File: config.mk
export PLATFORM = sky130hd
export DESIGN_NAME = omega_conf_bus_writer_flat
export DESIGN_NICKNAME = d
export VERILOG_FILES = /design/src/rtl/omega_conf_bus_writer_if.sv /design/src/rtl/omega_conf_bus_writer.sv /design/src/flat_wrapper.sv
export SDC_FILE = /design/constraint.sdc
export NUM_CORES = 1
export LEC_CHECK = 0
export ABC_AREA = 1
export CORE_ASPECT_RATIO = 0.8
export CORE_UTILIZATION = 42
export CTS_BUF_LIST = sky130_fd_sc_hd__clkbuf_2 sky130_fd_sc_hd__clkbuf_4 sky130_fd_sc_hd__clkbuf_8
export DETAILED_ROUTE_END_ITERATION = 16
export PLACE_DENSITY = 0.93
export SKIP_CTS_REPAIR_TIMING = 1
export SYNTH_ARGS = -nofsm -noshare
export SYNTH_HDL_FRONTEND = slang
export SYNTH_SLANG_ARGS = --single-unit
File: constraint.sdc
create_clock -name clk -period 1.7 [get_ports clk]
set_input_delay 0.17 -clock clk [delete_from_list [all_inputs] [get_ports clk]]
set_output_delay 0.17 -clock clk [all_outputs]
set_load 0.02 [all_outputs]
File: src/rtl/omega_conf_bus_writer_if.sv
// ---------------------------------------------------------------------------
// omega_conf_bus_writer_if
//   Bundles the session control, config-word stream and conf-bus outputs of
//   omega_conf_bus_writer.
//
//   Handshake: a config word transfers on a rising clk edge where
//   s_valid & s_ready are both 1. The producer holds s_sw/s_stage/s_data
//   stable while s_valid is 1 and s_ready is 0. s_ready never depends on
//   s_valid.
//
//   Signals
//     start, num_words             session control (master -> slave)
//     s_valid, s_sw, s_stage,
//     s_data                       config word stream (master -> slave)
//     s_ready                      stream back-pressure (slave -> master)
//     net_conf_bus_out             registered 64-bit bus beat
//     busy, done, err              session status
//     dbg_state                    FSM state for observation
//   Modports: master (word producer / bench), slave (the writer).
// ---------------------------------------------------------------------------
interface omega_conf_bus_writer_if #(
  parameter int CONF_W = 2
);
  logic              start;
  logic [7:0]        num_words;
  logic              s_valid;
  logic              s_ready;
  logic [13:0]       s_sw;
  logic [7:0]        s_stage;
  logic [CONF_W-1:0] s_data;
  logic [63:0]       net_conf_bus_out;
  logic              busy;
  logic              done;
  logic              err;
  logic [1:0]        dbg_state;

  modport master (
    output start, num_words, s_valid, s_sw, s_stage, s_data,
    input  s_ready, net_conf_bus_out, busy, done, err, dbg_state
  );

  modport slave (
    input  start, num_words, s_valid, s_sw, s_stage, s_data,
    output s_ready, net_conf_bus_out, busy, done, err, dbg_state
  );
endinterface

File: src/rtl/omega_conf_bus_writer.sv
// ---------------------------------------------------------------------------
// omega_conf_bus_writer
//   Producer end of the omega-network configuration bus. A session starts on
//   a start pulse in IDLE, accepts num_words config words over a
//   valid/ready stream, emits one registered 64-bit beat per word, flushes
//   for DRAIN+1 cycles so the last beat reaches the end of the switch
//   daisy chain, then pulses done.
//
//   Beat format: [63]=valid [62]=parity/0 [61:48]=sw [47:40]=stage
//                [39:0]=data zero-extended. Non-beat cycles drive 64'h0.
//
//   Ports
//     clk     rising-edge clock
//     rst     asynchronous, active-low reset
//     bus_if  omega_conf_bus_writer_if.slave (stream, control, status)
//
//   Build option: define OMEGA_CONF_WRITER_PARITY_EN to drive bit[62] with
//   even parity over bits[61:0] of each valid beat; otherwise bit[62]=0.
// ---------------------------------------------------------------------------
module omega_conf_bus_writer #(
  parameter int NUM_SW = 6,
  parameter int CONF_W = 2,
  parameter int DRAIN  = 6
) (
  input logic                     clk,
  input logic                     rst,
  omega_conf_bus_writer_if.slave  bus_if
);

  localparam int DW = (DRAIN < 1) ? 1 : $clog2(DRAIN + 1);

  typedef enum logic [1:0] {
    ST_IDLE  = 2'd0,
    ST_SEND  = 2'd1,
    ST_FLUSH = 2'd2,
    ST_DONE  = 2'd3
  } state_t;

  state_t         r_state;
  state_t         w_next;
  logic [7:0]     r_cnt;
  logic [DW-1:0]  r_drain;
  logic           r_err;
  logic [63:0]    r_bus;

  logic           w_xfer;
  logic           w_last;
  logic           w_legal;
  logic           w_start_ok;
  logic           w_par;
  logic [39:0]    w_data_ext;
  logic [63:0]    w_beat;

  // Beat assembly and handshake decode.
  always_comb begin
    w_data_ext             = '0;
    w_data_ext[CONF_W-1:0] = bus_if.s_data;
    w_xfer     = (r_state == ST_SEND) && bus_if.s_valid;
    w_last     = w_xfer && (r_cnt == 8'd1);
    w_start_ok = (r_state == ST_IDLE) && bus_if.start;
    w_legal    = (bus_if.s_sw != 14'd0) && (bus_if.s_sw <= 14'(NUM_SW));
`ifdef OMEGA_CONF_WRITER_PARITY_EN
    // Even parity: with valid=1 the XOR over all 64 bits comes out 1.
    w_par = ^{bus_if.s_sw, bus_if.s_stage, w_data_ext};
`else
    w_par = 1'b0;
`endif
    w_beat = {1'b1, w_par, bus_if.s_sw, bus_if.s_stage, w_data_ext};
  end

  // Next-state logic.
  always_comb begin
    w_next = r_state;
    case (r_state)
      ST_IDLE: begin
        if (bus_if.start) begin
          w_next = (bus_if.num_words != 8'd0) ? ST_SEND : ST_DONE;
        end
      end
      ST_SEND: begin
        if (w_last) w_next = ST_FLUSH;
      end
      ST_FLUSH: begin
        // The first FLUSH cycle carries the last beat; DRAIN zero cycles follow.
        if (r_drain == '0) w_next = ST_DONE;
      end
      ST_DONE: begin
        w_next = ST_IDLE;
      end
      default: w_next = ST_IDLE;
    endcase
  end

  always_ff @(posedge clk or negedge rst) begin
    if (!rst) begin
      r_state <= ST_IDLE;
    end else begin
      r_state <= w_next;
    end
  end

  always_ff @(posedge clk or negedge rst) begin
    if (!rst) begin
      r_cnt   <= 8'd0;
      r_drain <= '0;
      r_err   <= 1'b0;
      r_bus   <= 64'h0;
    end else begin
      if (w_start_ok) begin
        r_cnt <= bus_if.num_words;
      end else if (w_xfer) begin
        r_cnt <= r_cnt - 8'd1;
      end

      if (w_last) begin
        r_drain <= DW'(DRAIN);
      end else if ((r_state == ST_FLUSH) && (r_drain != '0)) begin
        r_drain <= r_drain - 1'b1;
      end

      // err clears only on an accepted start; illegal words set it.
      if (w_start_ok) begin
        r_err <= 1'b0;
      end else if (w_xfer && !w_legal) begin
        r_err <= 1'b1;
      end

      // Illegal words are consumed but leave the bus all-zero.
      r_bus <= (w_xfer && w_legal) ? w_beat : 64'h0;
    end
  end

  assign bus_if.s_ready          = (r_state == ST_SEND);
  assign bus_if.busy             = (r_state != ST_IDLE);
  assign bus_if.done             = (r_state == ST_DONE);
  assign bus_if.err              = r_err;
  assign bus_if.net_conf_bus_out = r_bus;
  assign bus_if.dbg_state        = r_state;

endmodule

File: src/flat_wrapper.sv
// flat-port wrapper written by rule: the top's interface ports become plain ports
module omega_conf_bus_writer_flat 
#(
  parameter int NUM_SW = 6,
  parameter int CONF_W = 2,
  parameter int DRAIN  = 6
)
  (clk, rst, bus_if_start, bus_if_num_words, bus_if_s_valid, bus_if_s_sw, bus_if_s_stage, bus_if_s_data, bus_if_s_ready, bus_if_net_conf_bus_out, bus_if_busy, bus_if_done, bus_if_err, bus_if_dbg_state);
  omega_conf_bus_writer_if #(.CONF_W(CONF_W)) bus_if_i ();
  input logic clk;
  input logic rst;
  input wire logic [$bits(bus_if_i.start)-1:0] bus_if_start;
  input wire logic [$bits(bus_if_i.num_words)-1:0] bus_if_num_words;
  input wire logic [$bits(bus_if_i.s_valid)-1:0] bus_if_s_valid;
  input wire logic [$bits(bus_if_i.s_sw)-1:0] bus_if_s_sw;
  input wire logic [$bits(bus_if_i.s_stage)-1:0] bus_if_s_stage;
  input wire logic [$bits(bus_if_i.s_data)-1:0] bus_if_s_data;
  output wire logic [$bits(bus_if_i.s_ready)-1:0] bus_if_s_ready;
  output wire logic [$bits(bus_if_i.net_conf_bus_out)-1:0] bus_if_net_conf_bus_out;
  output wire logic [$bits(bus_if_i.busy)-1:0] bus_if_busy;
  output wire logic [$bits(bus_if_i.done)-1:0] bus_if_done;
  output wire logic [$bits(bus_if_i.err)-1:0] bus_if_err;
  output wire logic [$bits(bus_if_i.dbg_state)-1:0] bus_if_dbg_state;
  assign bus_if_i.start = bus_if_start;
  assign bus_if_i.num_words = bus_if_num_words;
  assign bus_if_i.s_valid = bus_if_s_valid;
  assign bus_if_i.s_sw = bus_if_s_sw;
  assign bus_if_i.s_stage = bus_if_s_stage;
  assign bus_if_i.s_data = bus_if_s_data;
  assign bus_if_s_ready = bus_if_i.s_ready;
  assign bus_if_net_conf_bus_out = bus_if_i.net_conf_bus_out;
  assign bus_if_busy = bus_if_i.busy;
  assign bus_if_done = bus_if_i.done;
  assign bus_if_err = bus_if_i.err;
  assign bus_if_dbg_state = bus_if_i.dbg_state;
  omega_conf_bus_writer #(.NUM_SW(NUM_SW), .CONF_W(CONF_W), .DRAIN(DRAIN)) u_core (.clk(clk), .rst(rst), .bus_if(bus_if_i));
endmodule
==> results by group, run 1 <==
Status
  – Status: finished with violations
  – Failing checks: hold timing

Clocking
  – Total CTS buffers: 5
  – Maximum root-to-sink buffer count: 2
  – CTS sink cnt: 39
  – CTS H-Tree Depth: 2
  – Clk slew on worst S/H paths: about 0.07 ns
  – Root Buffer: clkbuf_8
  – Clk_lat worst skew: 0.28 ns
  – TritonCTS clock tree: yes

STA
  – Max frequency: about 0.61 GHz
  – Setup_tns: 0 ns
  – Worst hold margin: -0.0252 ns
  – Unrepaired setup endpoints after global routing: no
  – Fin crit period: roughly 1.6 ns
  – Final setup violation count: 0
  – Setup Skew: between 0.002 and 0.003 ns
  – Normalized max-slew margin: 0.452
  – Number of max-slew violations in the final report: 0
  – Actual slew at the worst max-slew pin: ~0.82 ns
  – Final period utilization: 0.968
  – Hold Vio Cnt, Final: 39

Global routing
  – Met2 Track Usage GR: 0.292
  – Largest net degree at the start of global routing: 40
  – Vias in the first global route: 1,503
  – Busiest layer in global routing: met2
  – First-pass GRT wire length: around 6500 um
  – Met1 global-route usage: 0.169
  – Initial antenna violation count: 0
  – Remaining Overflow, GRT: 0
  – Met3 usage: 0.0444
  – Total GRT Usage: 0.160

Yosys
  – Asr flop ratio synth: 1.00
  – Predominant post-synthesis flop cell: dfrtp_1
  – Synth cell types: 30
  – Yosys warning count: 0
  – Share of the synthesized area in the top cell type: 0.460
  – Sequential cell area fraction in the yosys report: 0.460
  – Post-synthesis simple-gate area fraction: 0.218
  – Cell area after synthesis: about 2100 um^2
  – Synth Register Bits: 39
  – Synth Area in XOR/XNOR: 0.00413
  – EDFF count, synth: 0
  – Main combinational cell family by area after synthesis: buffers and inverters
  – Syn Inst Count: ~240
  – Post-synthesis adder-cell area fraction: 0.0531
  – Syn Area/Cell: 8.81 um^2
  – Post-synthesis compound-gate area fraction: 0.0389
  – Yosys top cell by area: dfrtp_1
  – Post-synthesis mux area share: 0
  – Most common cell in the synthesized netlist: inv_1
  – Post-synth top cells: inv_1 (40), buf_4 (39), dfrtp_1 (39), nand2_1 (37), nor2_1 (20)
  – Top area cells in the synthesized netlist: dfrtp_1 (46%), buf_4 (14%), inv_1 (7.1%), nand2_1 (6.5%), ha_1 (5.3%)

Detailed routing
  – DRC viols: 0
  – Post-route antenna net violation count: 0
  – Final wirelength: roughly 4000 um
  – DR WL/cell: about 10 um
  – Vias/cell: approximately 4.2
  – DRT iter0 DRCs: ~110
  – Vias: 1,627
  – First-pass iteration count of the detailed router: 4

Floorplanning
  – Die height: 65.6 um
  – Ports: roughly 110
  – Core footprint: 4710 um^2
  – Total die area: 5340 um^2
  – Die X: 81.5 um
  – Cell row count: 22
  – Starting density of the core: 0.451

Critical path
  – CP Max Fanout: 5
  – Slowest stage delay, CP: about 0.60 ns
  – CP arrival: 1.48 ns
  – Critical Path Slowest Stage Cell: clkdlybuf4s50_1
  – CP Class: reg2out
  – Crit end category: output port
  – Required time at the worst-slack endpoint: ~1.5 ns
  – Critical-path cell list: ha_1 > clkdlybuf4s50_1
  – CP Launch Type: flip-flop

Place
  – Placed cell areas: approximately 2700 um^2
  – RePlAce Congestion: approximately 0.81
  – Cell count after placement: 375
  – I/O Buffers: 66
  – Post-DP HPWL: approximately 3200 um

Layout
  – Proportion of layout cells with a drive suffix above 1: 0.102
  – Number of antenna cells inserted: 0
  – Non-Filler Instances: 383
  – Syn-to-layout area delta: 34.1%
  – Nets: about 370
  – Layout filler cell count: 380
  – Fin area: about 2800 um^2

Min path
  – Hold Crit Class: in2async

Power
  – Pleak: roughly 1.5 nW
  – Pwr Density: 1180 nW/um^2
  – Final total power: 3.37 mW
  – Worst vdd ir: between 600 and 700 uV

Flow run
  – Max Cap Viol: 0
-- path summary, 6_finish.rpt --
path,startpoint,to,slack (ns),cells past startpoint
worst min register to register,u_core.bus_if.err,u_core.bus_if.err,0.50,2
worst min-delay path,rst,u_core.bus_if.net_conf_bus_out[1],-0.03,1
max in group asynchronous,rst,u_core.bus_if.net_conf_bus_out[54],1.20,1
min in group clk,bus_if_s_stage[0],u_core.bus_if.net_conf_bus_out[40],0.40,3
worst max-delay path,u_core.bus_if.dbg_state[1],bus_if_done,0.05,2
worst max register to register,u_core.bus_if.dbg_state[1],u_core.bus_if.dbg_state[1],0.15,9
-- logic make-up (layout without fill, tap and decap cells) --
| kind of cell | count (synthesis) | in the layout |
|---|---|---|
| simple gates | 95 | 95 |
| buf+inv | 84 | 117 |
| flops | 39 | 39 |
| compound gates | 12 | 12 |
| fa+ha+maj | 9 | 9 |
| other cells | 1 | 50 |
| xor+xnor | 1 | 1 |
-- area by class of cell --
class                           count  area, um^2  area share
Inverter                           43         161      0.0567
Sequential cell                    39         976       0.343
Clock inverter                      3        43.8      0.0154
Clock buffer                        5        68.8      0.0242
Multi-Input combinational cell    167         861       0.302
Timing Repair Buffer               66         661       0.232
Tap cell                           60        75.1      0.0264
-- per-layer routing --
layer,part of all wire,vias to the layer above
li1,-,801
met1,0.38,745
met2,0.53,69
met3,0.056,12
met4,0.026,0
met5,0,-
-- layout by cell type (no fill, tap or decap), types with 4 or more instances in the layout --
cell             instances
inv_1                   39
inv_2                    4
ha_1                     8
clkbuf_8                 5
nor2_1                  20
nand3_1                 16
clkdlybuf4s50_1         63
nor2_2                  10
conb_1                  50
dfrtp_1                 39
nand2_1                 37
-- metrics by stage --
step | util | hold slack, ns | setup slack (ns)
3_5_place_dp | 0.578 | 0.321 | 0.0799
2_1_floorplan | - | -0.126 | 0.0463
5_1_grt | 0.605 | 0.0523 | 0.0113
6_report | 0.605 | -0.0252 | 0.0545
3_3_place_gp | 0.578 | 0.307 | 0.151
4_1_cts | 0.602 | 0.0135 | -0.232
-- worst max-delay path, delay by kind of cell (launching register included) --
family	cells	cell delay [ns]
buffers and inverters	1	0.60
DFF	1	0.43
adders and majority gates	1	0.17
-- where the power goes --
group | internal, mW | switching (mW)
combinational | 0.530 | 0.838
sequential | 1.10 | 0.149
clock | 0.437 | 0.313
-- state kept, by name, indices dropped and copies added (netlist names) --
| register | count |
|---|---|
| u_core.bus_if.dbg_state | 2 |
| u_core.r_cnt | 8 |
| u_core.bus_if.err | 1 |
| u_core.bus_if.net_conf_bus_out | 25 |
| u_core.r_drain | 3 |
Note: power is estimated with default switching activity, not from simulation.
==> inputs of run 2 (changes only) <==
--- a/config.mk
+++ b/config.mk
@@ -11,6 +11,7 @@
 export CTS_BUF_LIST = sky130_fd_sc_hd__clkbuf_2 sky130_fd_sc_hd__clkbuf_4 sky130_fd_sc_hd__clkbuf_8
 export DETAILED_ROUTE_END_ITERATION = 16
 export PLACE_DENSITY = 0.93
+export RECOVER_POWER = 50
 export SKIP_CTS_REPAIR_TIMING = 1
 export SYNTH_ARGS = -nofsm -noshare
 export SYNTH_HDL_FRONTEND = slang
==> results by group, run 2 (synthesis results as in run 1) <==
STA
  – Number of max-slew violations in the final report: 0
  – Unrepaired setup endpoints after global routing: no
  – Fin crit period: 1.65 ns
  – Max frequency: a little over 0.6 GHz
  – Final setup violation count: 0
  – Actual slew at the worst max-slew pin: ~0.9 ns
  – Setup Skew: 0.00274 ns
  – Hold Vio Cnt, Final: 0
  – Worst hold margin: a little under 0.007 ns
  – Final period utilization: 0.968
  – Normalized max-slew margin: 0.387

Layout
  – Fin area: 2850 um^2
  – Syn-to-layout area delta: 34.1%
  – Largest register FFs: 25
  – Proportion of layout cells with a drive suffix above 1: 0.102
  – Number of antenna cells inserted: 0
  – Commonest non-fill, non-tap cells in the layout: clkdlybuf4s50_1 (54), conb_1 (50), inv_1 (39), dfrtp_1 (39), nand2_1 (37)
  – Nets: approximately 370
  – Most common cell after layout, fill and taps aside: clkdlybuf4s50_1
  – Finished Core Util: 0.605

Clocking
  – Root Buffer: clkbuf_8
  – TritonCTS clock tree: yes
  – CTS H-Tree Depth: 2
  – Clk slew on worst S/H paths: 0.07 ns
  – Maximum root-to-sink buffer count: 2
  – Clk_lat worst skew: approximately 0.28 ns
  – Total CTS buffers: 5
  – CTS sink cnt: 39

Detailed routing
  – First-pass iteration count of the detailed router: 4
  – DRT iter0 DRCs: 107
  – DRC viols: 0
  – Final wirelength: 4000 um
  – Post-route antenna net violation count: 0
  – Vias/cell: approximately 4.2
  – Vias: 1,627
  – DR WL/cell: around 10 um

Place
  – I/O Buffers: 66
  – RePlAce Congestion: 0.809
  – Post-DP HPWL: between 3000 and 4000 um
  – Placed cell areas: 2720 um^2

Power
  – Pwr Density: 1180 nW/um^2
  – Worst vdd ir: around 630 uV
  – Pleak: ~1.5 nW

Global routing
  – Vias in the first global route: about 1,500
  – Remaining Overflow, GRT: 0
  – Initial antenna violation count: 0
  – First-pass GRT wire length: about 6500 um
  – Total GRT Usage: 0.160
  – Largest net degree at the start of global routing: 40

Floorplanning
  – Cell row count: 22
  – Core footprint: 4710 um^2
  – Die X: slightly above 80 um
  – Ports: about 110
  – Total die area: around 5300 um^2
  – Die height: between 60 and 70 um
  – Starting density of the core: 0.451

Critical path
  – CP arrival: between 1 and 1.5 ns
  – Crit end category: output port
  – Required time at the worst-slack endpoint: between 1.5 and 2 ns
  – CP Launch Type: flip-flop
  – CP Max Fanout: 5
  – CP Class: reg2out

Status
  – Status: complete, no violations

Min path
  – Hold Crit Class: in2async

Flow run
  – Max Cap Viol: 0
-- run 2: report_power, final --
part	switching (mW)	leakage (nW)	internal [mW]
sequential	0.149	0.492	1.10
combinational	0.838	0.972	0.528
clock	0.313	0.0581	0.437
total	1.30	1.52	2.07
-- run 2: metal layers --
layer,wire length (um),global-route usage,vias to the layer above
li1,-,-,801
met1,1540,0.169,745
met2,2130,0.292,69
met3,223,0.0444,12
met4,106,0.0714,0
met5,0,0,-
-- run 2: stage by stage --
step / TNS, ns / power [mW] / instances / worst slack (ns)
final: 0 / 3.37 / 383 / 0.0545
after global routing: 0 / 3.60 / 383 / 0.0113
after CTS: -0.432 / 3.38 / 383 / -0.232
after detailed placement: 0 / 2.61 / 375 / 0.0799
after global placement: 0 / 2.52 / 375 / 0.151
after floorplan: 0 / 2.23 / 290 / 0.0463
-- run 2: cell type report --
cell class | count | area, um^2
timing repair buffer | 66 | 661
clock buffer | 5 | 68.8
inverter | 43 | 161
fill | 380 | 1860
tap | 60 | 75.1
sequential | 39 | 976
multi-input combinational | 167 | 861
clock inverter | 3 | 43.8
-- run 2: worst max-delay path, stage by stage, from the launching register on --
cell	delay, ns
dfrtp_1	0.43
ha_1	0.17
clkdlybuf4s50_1	0.60
-- run 2: final timing paths --
| kind | slack (ns) | start | cells after the start | endpoint |
|---|---|---|---|---|
| setup / recovery | 0.05 | u_core.bus_if.dbg_state[1] | 2 | bus_if_done |
| hold / removal | 0.007 | rst | 1 | u_core.bus_if.net_conf_bus_out[1] |
| setup reg to reg | 0.15 | u_core.bus_if.dbg_state[1] | 9 | u_core.bus_if.dbg_state[1] |
| hold reg to reg | 0.50 | u_core.bus_if.err | 2 | u_core.bus_if.err |
| max in group asynchronous | 1.12 | rst | 1 | u_core.bus_if.net_conf_bus_out[54] |
| min in group clk | 0.40 | bus_if_s_stage[0] | 3 | u_core.bus_if.net_conf_bus_out[40] |
